`src/rtl/cpu_ctrl_pkg.sv`:
```
// rtl/cpu_ctrl_pkg.sv - shared state encoding and default timing constants for the step controller
package cpu_ctrl_pkg;

  // Encoding 2'd3 is never entered; the FSM decodes it as HALT.
  typedef enum logic [1:0] {
    ST_HALT = 2'd0,
    ST_RUN  = 2'd1,
    ST_STEP = 2'd2,
    ST_BAD  = 2'd3
  } cpu_state_e;

  localparam logic [27:0] DEF_DIVISOR         = 28'd2;
  localparam logic [19:0] DEF_DEBOUNCE_CYCLES = 20'd500000;

  // True on the last count of a DIVISOR-long tick period.
  function automatic logic tick_at(input logic [27:0] cnt, input logic [27:0] divisor);
    return cnt == (divisor - 28'd1);
  endfunction

endpackage

```
`src/rtl/btn_debounce.sv`:
```
// rtl/btn_debounce.sv - two-flop synchronizer plus counting debouncer with rising-edge pulse
module btn_debounce
  import cpu_ctrl_pkg::*;
#(
  parameter logic [19:0] DEBOUNCE_CYCLES = DEF_DEBOUNCE_CYCLES
) (
  input  logic clock_in,
  input  logic rst,
  input  logic raw,
  output logic level,
  output logic rise
);

  logic [1:0]  sync_q, sync_d;
  logic [19:0] cnt_q, cnt_d;
  logic        level_q, level_d;
  logic        rise_q, rise_d;

  // Accept the synchronized level only after DEBOUNCE_CYCLES disagreeing samples in a row.
  always_comb begin
    sync_d  = {sync_q[0], raw};
    level_d = level_q;
    rise_d  = 1'b0;
    cnt_d   = 20'd0;
    if (sync_q[1] != level_q) begin
      if (cnt_q == (DEBOUNCE_CYCLES - 20'd1)) begin
        level_d = sync_q[1];
        rise_d  = sync_q[1];
      end else begin
        cnt_d = cnt_q + 20'd1;
      end
    end
  end

  // Register synchronizer, run-length counter, accepted level and edge pulse.
  always_ff @(posedge clock_in or posedge rst) begin
    if (rst) begin
      sync_q  <= 2'b00;
      cnt_q   <= 20'd0;
      level_q <= 1'b0;
      rise_q  <= 1'b0;
    end else begin
      sync_q  <= sync_d;
      cnt_q   <= cnt_d;
      level_q <= level_d;
      rise_q  <= rise_d;
    end
  end

  assign level = level_q;
  assign rise  = rise_q;

endmodule

```
`src/rtl/cpu_step_ctrl.sv`:
```
// rtl/cpu_step_ctrl.sv - divided clock-enable generator with run/halt/single-step control
module cpu_step_ctrl
  import cpu_ctrl_pkg::*;
#(
  parameter logic [27:0] DIVISOR         = DEF_DIVISOR,
  parameter logic [19:0] DEBOUNCE_CYCLES = DEF_DEBOUNCE_CYCLES
) (
  input  logic        clock_in,
  input  logic        rst,
  input  logic        run_sw,
  input  logic        step_btn,
  input  logic        halt_req,
  output logic        cpu_ce,
  output logic        running,
  output logic        halted,
  output logic [31:0] ce_count
);

  logic        run_db;
  logic        step_db;
  logic        step_req;
  logic        tick;

  logic [27:0] tick_cnt_q, tick_cnt_d;
  cpu_state_e  state_q, state_d;
  logic        running_q, running_d;
  logic        halted_q, halted_d;
  logic        cpu_ce_q, cpu_ce_d;
  logic [31:0] ce_count_q, ce_count_d;

  btn_debounce #(.DEBOUNCE_CYCLES(DEBOUNCE_CYCLES)) u_run_db (
    .clock_in (clock_in),
    .rst      (rst),
    .raw      (run_sw),
    .level    (run_db),
    .rise     ()
  );

  btn_debounce #(.DEBOUNCE_CYCLES(DEBOUNCE_CYCLES)) u_step_db (
    .clock_in (clock_in),
    .rst      (rst),
    .raw      (step_btn),
    .level    (step_db),
    .rise     (step_req)
  );

  // Tick period counter: wraps at DIVISOR-1, so DIVISOR=1 ticks every cycle.
  always_comb begin
    tick       = tick_at(tick_cnt_q, DIVISOR);
    tick_cnt_d = tick ? 28'd0 : tick_cnt_q + 28'd1;
  end

  // Next state, sticky halt flag, enable pulse and pulse counter.
  always_comb begin
    state_d  = state_q;
    halted_d = halted_q;
    case (state_q)
      ST_RUN: begin
        if (halt_req) begin
          state_d  = ST_HALT;
          halted_d = 1'b1;
        end else if (!run_db) begin
          state_d = ST_HALT;
        end
      end
      ST_STEP: begin
        // A step always completes on its tick; halt_req and further presses are ignored.
        if (tick) begin
          state_d = ST_HALT;
        end
      end
      default: begin
        // HALT, and the unused encoding treated as HALT.
        if (run_db && !halted_q) begin
          state_d = ST_RUN;
        end else if (step_req) begin
          state_d = ST_STEP;
        end else begin
          state_d = ST_HALT;
        end
      end
    endcase
    // Dropping run re-arms the core after a halt request.
    if (!run_db) begin
      halted_d = 1'b0;
    end
    cpu_ce_d   = tick & (((state_q == ST_RUN) & ~halt_req & run_db) | (state_q == ST_STEP));
    running_d  = (state_d == ST_RUN);
    ce_count_d = ce_count_q + {31'd0, cpu_ce_q};
  end

  // Controller registers; outputs are taken straight from flops.
  always_ff @(posedge clock_in or posedge rst) begin
    if (rst) begin
      tick_cnt_q <= 28'd0;
      state_q    <= ST_HALT;
      running_q  <= 1'b0;
      halted_q   <= 1'b0;
      cpu_ce_q   <= 1'b0;
      ce_count_q <= 32'd0;
    end else begin
      tick_cnt_q <= tick_cnt_d;
      state_q    <= state_d;
      running_q  <= running_d;
      halted_q   <= halted_d;
      cpu_ce_q   <= cpu_ce_d;
      ce_count_q <= ce_count_d;
    end
  end

  assign cpu_ce   = cpu_ce_q;
  assign running  = running_q;
  assign halted   = halted_q;
  assign ce_count = ce_count_q;

endmodule

```
`config.mk`:
```
export PLATFORM = sky130hd
export DESIGN_NAME = cpu_step_ctrl
export DESIGN_NICKNAME = d
export VERILOG_FILES = /design/src/rtl/cpu_ctrl_pkg.sv /design/src/rtl/btn_debounce.sv /design/src/rtl/cpu_step_ctrl.sv
export SDC_FILE = /design/constraint.sdc
export NUM_CORES = 1
export LEC_CHECK = 0
export CAP_MARGIN = 20
export CORE_ASPECT_RATIO = 1.75
export CORE_MARGIN = 8
export CORE_UTILIZATION = 41
export DETAILED_ROUTE_END_ITERATION = 7
export SLEW_MARGIN = 20
export SYNTH_ARGS = -nofsm -noshare
export SYNTH_HDL_FRONTEND = slang
export SYNTH_SLANG_ARGS = --single-unit
```
`constraint.sdc`:
```
create_clock -name clock_in -period 3.12 [get_ports clock_in]
set_input_delay 0.312 -clock clock_in [delete_from_list [all_inputs] [get_ports clock_in]]
set_output_delay 0.312 -clock clock_in [all_outputs]
set_load 0.05 [all_outputs]
```
; After elaboration in Yosys (flattened, before gate mapping)
; Cells that the tools add are included.
[word_totals]
reg_bits = 112
in_bits = 5
out_inout_bits = 35
wordCells = 53
[classes]
add_sub_neg = 4
n_eq_ne = 10
mux = 16
n_bitwise = 5
reduce_logical = 5
[ops]
columns = operator, count
row1 = 20-bit two-way mux, 4
row2 = "20-bit by 1-bit adder with 20-bit output, second input constant", 2
row3 = "20-bit by 19-bit equality test with 1-bit output, second input constant", 2
row4 = 32-bit by 1-bit adder with 32-bit output, 1
row5 = "28-bit by 1-bit adder with 28-bit output, second input constant", 1
row6 = "28-bit by 1-bit equality test with 1-bit output, second input constant", 1
row7 = 28-bit two-way mux, 1
row8 = 2-bit two-way mux, 5
row9 = 2-bit AND reduction, 3
row10 = 1-bit two-way mux, 5
row11 = "2-bit by 1-bit equality test with 1-bit output, second input constant", 2
row12 = "2-bit inequality test, second input constant", 2
row13 = 2-bit one-hot mux with 2 select lines, 1
row14 = 1-bit AND, 3
row15 = "2-bit equality test, second input constant", 1
row16 = 1-bit inequality test, 2
row17 = 1-bit logical AND, 1
row18 = 1-bit zero test, 1
row19 = 1-bit inverter, 1
row20 = 1-bit bitwise OR, 1

; Longest topological paths before layout
[depth]
word_depth = 5
mapped_depth = 7
ltp_nobuf = 6

; Cells and area by module
; From an unflattened synthesis, not the netlist that was laid out.
[unflattened]
hier_cells = 488
area_unflattened_um2 = 5421.4
[modules_own_cells]
columns = module, instances, cells_per_inst, area_each_um2, seq_area_each_um2
row1 = cpu_step_ctrl, 1, 260, 2954.1, 1626.6
row2 = btn_debounce, 2, 114, 1233.7, 600.6

; Least setup slack after synthesis
; No wires, ideal clock.
[synth_timing]
path_type = register -> register
from = reg ce_count_q[0] (netlist: ce_count[0])
to = reg ce_count_q[30] (netlist: ce_count[30])
setup_ns = 0.082
arrival_time_ns = 2.094
required_time_ns = 3.038
slack_ns = 0.944
stages_incl_launch_ff = 8
path_buffers = 1
synth_period_minus_slack_ns = 2.176
cell_sequence = dfrtp_1 > ha_1 > ha_1 > and3_1 > clkbuf_1 > nand4_1 > nor4_2 > xor2_1
[synth_via]
elab_chain_len = 1
[synth_lines]
columns = item, line
row1 = start: declaration, cpu_step_ctrl.sv:29  ; logic [31:0] ce_count_q, ce_count_d;
row2 = start signal: assignment, cpu_step_ctrl.sv:107  ; ce_count_q <= ce_count_d;
row3 = 32-bit by 1-bit adder with 32-bit output, cpu_step_ctrl.sv:89  ; ce_count_d = ce_count_q + {31'd0, cpu_ce_q};
row4 = via ce_count_d[30], cpu_step_ctrl.sv:29
; The timed path passes the listed nets, and every way through them passes these cells.
; A chain may end at the register's enable or synchronous reset.

; Final worst setup path
[layout_timing]
from = reg u_run_db.cnt_q[12]
to = reg u_run_db.cnt_q[7]
[layout_via]
elab_chain_len = 3
[layout_lines]
columns = item, line
row1 = start: declaration, btn_debounce.sv:15  ; logic [19:0] cnt_q, cnt_d;
row2 = start signal: assignment, btn_debounce.sv:44  ; cnt_q <= cnt_d;
row3 = 20-bit by 19-bit equality test with 1-bit output, btn_debounce.sv:26  ; if (cnt_q == (DEBOUNCE_CYCLES - 20'd1)) begin
row4 = 20-bit two-way mux, btn_debounce.sv:26
row5 = 20-bit two-way mux, btn_debounce.sv:25  ; if (sync_q[1] != level_q) begin
row6 = via u_run_db.cnt_d[7], btn_debounce.sv:15
; The timed path passes the listed nets, and every way through them passes these cells.

==> impl_metrics.py <==
metrics = {
    "clocking": {
        "clock-root-buffer": "clkbuf_16",
        "cts_hold_buf": 0,
        "cts_made_buffers": 9,
        "clk_pin_slew_ns": 0.07,
        "cts_tree": "yes",
        "post-cts-setup-buffer-count": 0,
        "ctsResizeCount": 0,
        "cts.sinks": 112,
        "htreeDepth": 3,
        "clockBufferDepth": 2,
        "clk_latency_ns": 0.35,
    },
    "logic_synthesis": {
        "syn_nets": 498,
        "ys_warn_count": 0,
        "ys.flop_type": "dfrtp_1",
        "synth-seq-cells": 112,
        "synth_area_sq_mm": 0.00523,
        "synth_edf_count": 0,
        "synth_cell_types": 43,
        "async_flop_share_pct": 100,
        "synth_seq_area_share_pct": 53.6,
        "synth_area_per_cell_sq_um": 10.8,
        "synth_cells": 485,
    },
    "worst_setup_path": {
        "crit_chain": "nor4_1 > nand4_1 > o41ai_2 > buf_4 > nor2_1",
        "critPathMaxStageDelay_ns": 0.64,
        "crit_path_top_delay_cell": "o41ai_2",
        "critical_path.max_fanout": 15,
        "required_ns": 3.35,
        "r2r-start": "u_run_db.cnt_q[12]",
        "critPathLaunchType": "register",
        "crit_type": "reg -> reg",
        "cp-end-kind": "register",
        "cp.arrival_ns": 2.35,
        "worstSetupStartpoint": "u_run_db.cnt_q[12]",
    },
    "sta": {
        "drv_slew": 0,
        "fin_crit_sh_pct": 68.0,
        "rsz0062_at_grt": "false",
        "max_freq_mhz": 471,
        "whs_ns": 0.350,
        "tightestPinTransition_ns": 0.959,
        "hold_violations": 0,
        "setup-violations-final": 0,
        "maxSlewHeadroom_pct": 35.9,
        "fin_setup_tns_ns": 0,
        "fin_crit_ns": 2.12,
        "setup_slack_ns": 0.998,
        "clock_skew_ns": 0.00782,
    },
    "floorplan": {
        "ios": 40,
        "die_area_sq_mm": 0.0168,
        "rows": 54,
        "fp.dieH_microns": 165,
        "start_util_pct": 42.1,
        "core_sq_mm": 0.0124,
        "die_x_microns": 101,
    },
    "worst_hold_path": {
        "hold_path.class": "reg -> reg",
        "worstHoldStart": "u_step_db.sync_q[0]",
    },
    "global_route": {
        "globalRouteOverflowTotal": 0,
        "track_usage_pct": 13.0,
        "antenna_found_initial": 0,
        "grt_max_degree": 113,
        "grt_pass1_wl_mm": 17.5,
        "grt_pass1_vias": 3744,
    },
    "finish": {
        "multiInputGateArea_sq_mm": 0.00232,
        "n_fill_cell": 1162,
        "utilization_pct": 49.4,
        "seq_area_sq_mm": 0.00280,
        "drive_above_1_share_pct": 6.02,
        "final_nets": 540,
        "area_growth_pct": 17.3,
        "n_antenna_cell": 0,
        "design_area_sq_mm": 0.00614,
    },
    "power_and_ir_drop": {
        "vdd_ir_drop_max_uv": 245,
        "cellLeakagePower_nw": 2.66,
        "pwr_density_cell_mw_per_mm2": 445,
    },
    "placement": {
        "pre_cts_slack_ns": 0.983,
        "place.gp.congestion": 0.756,
        "dpl-instance-area_sq_mm": 0.00582,
        "place_hpwl_mm": 7.14,
        "port_buffers": 39,
    },
    "routing": {
        "ant_nets": 0,
        "wirelength_mm": 10.2,
        "wl_per_cell_microns": 14.5,
        "vias_per_cell": 5.26,
        "via_count": 3684,
        "drc": 0,
        "firstDrtPassIters": 4,
        "drt_iter0_drc": 108,
    },
    "run_status": {
        "status": "finished, final reports clean",
    },
    "run": {
        "drv_cap": 0,
    },
}
## path summary, 6_finish.rpt
check / endpoint / slack, ns / cells after the start
worst max-delay path: u_run_db.cnt_q[7] / 1.0 / 5
worst min-delay path: u_step_db.sync_q[1] / 0.35 / 0
worst max register to register: u_run_db.cnt_q[7] / 1.0 / 5
worst min register to register: u_step_db.sync_q[1] / 0.35 / 0
max in group asynchronous: ce_count[21] / 2.17 / 3
min in group asynchronous: u_step_db.cnt_q[13] / 0.46 / 3
## area by class of cell
type / count / area share (%)
Multi-Input combinational cell: 345 / 37.8
Inverter: 18 / 1.16
Timing Repair Buffer: 41 / 6.81
Clock buffer: 11 / 4.12
Tap cell: 168 / 3.43
Sequential cell: 112 / 45.7
Clock inverter: 5 / 0.999
## metal layers
layer / GRT usage, % / up-vias / wire [microns]
met5: 0 / - / 0
met4: 5.59 / 0 / 170
met3: 2.77 / 10 / 316
met2: 23.1 / 58 / 5350
met1: 14.6 / 1824 / 4340
li1: - / 1792 / -
## synth_stat cells (2+ instances only)
cell / instances / area [sq um]
dfrtp_1: 112 / 2800
xnor2_1: 54 / 473
inv_1: 18 / 67.6
clkbuf_1: 7 / 26.3
o21ai_0: 5 / 25.0
and2_1: 3 / 18.8
nand4_1: 25 / 156
and3_1: 10 / 62.6
nor3_1: 14 / 70.1
buf_2: 2 / 10.0
nor4_2: 2 / 25.0
nand4_2: 2 / 25.0
nand2_1: 26 / 97.6
nor3b_1: 2 / 15.0
nor4b_1: 5 / 43.8
a21oi_1: 12 / 60.1
nor4_4: 2 / 42.5
or3_1: 9 / 56.3
nor2b_1: 3 / 18.8
nor2_1: 47 / 176
nand3_1: 35 / 175
and4_1: 8 / 70.1
or2_2: 2 / 12.5
or4_1: 8 / 60.1
ha_1: 8 / 100
o31ai_1: 6 / 45.0
xor2_1: 29 / 254
nor4_1: 14 / 87.6
## through the flow
stage | power [W] | std cells
floorplan | 0.00154 | 485
global route | 0.00284 | 700
finish | 0.00273 | 700
global placement | 0.00156 | 684
CTS | 0.00277 | 700
detailed placement | 0.00156 | 684
## sequential cells by signal (all words and copies together) (netlist names)
register	count
ce_count	32
tick_cnt_q	28
u_run_db.cnt_q	20
u_step_db.cnt_q	20
state_q	2
u_run_db.sync_q	2
u_step_db.sync_q	2
cpu_ce	1
halted	1
running	1
u_run_db.level	1
u_step_db.level	1
u_step_db.rise	1
## cell usage in the layout (no fill, tap or decap), types with 3 or more instances in the layout
master / instances
a21oi_1: 12
and2_1: 3
and3_1: 10
and4_1: 8
clkbuf_16: 9
clkdlybuf4s50_1: 39
dfrtp_1: 112
ha_1: 8
inv_1: 17
nand2_1: 26
nand3_1: 35
nand4_1: 25
nor2_1: 47
nor2b_1: 3
nor3_1: 14
nor4_1: 14
nor4b_1: 5
o21ai_0: 5
o31ai_1: 6
or3_1: 9
or4_1: 8
xnor2_1: 54
xor2_1: 29
## cell families after synthesis
kind of cell             count (synthesis)  share of synthesized area, %
buffers and inverters                   28                          2.20
AO/OA/AOI/OAI                           31                          4.07
flip-flops                             112                          53.6
AND/OR/NAND/NOR                        221                          23.9
multiplexers                             2                         0.431
adder cells (fa/ha/maj)                  8                          1.91
XOR/XNOR                                83                          13.9
## worst max-delay path: cells and delay by family (launching register included)
family                 cells  cell delay (ns)
DFF                        1             0.42
buffers and inverters      1             0.32
and+or+nand+nor            3             0.62
AOI/OAI and AO/OA          1             0.64
## where the power goes
group / internal [W] / switching [W] / total [W]
combinational: 0.0000166 / 0.0000431 / 0.0000596
clock: 0.000673 / 0.000529 / 0.00120
sequential: 0.00146 / 0.00000819 / 0.00147
No activity file was read; power rests on OpenSTA's default activity.
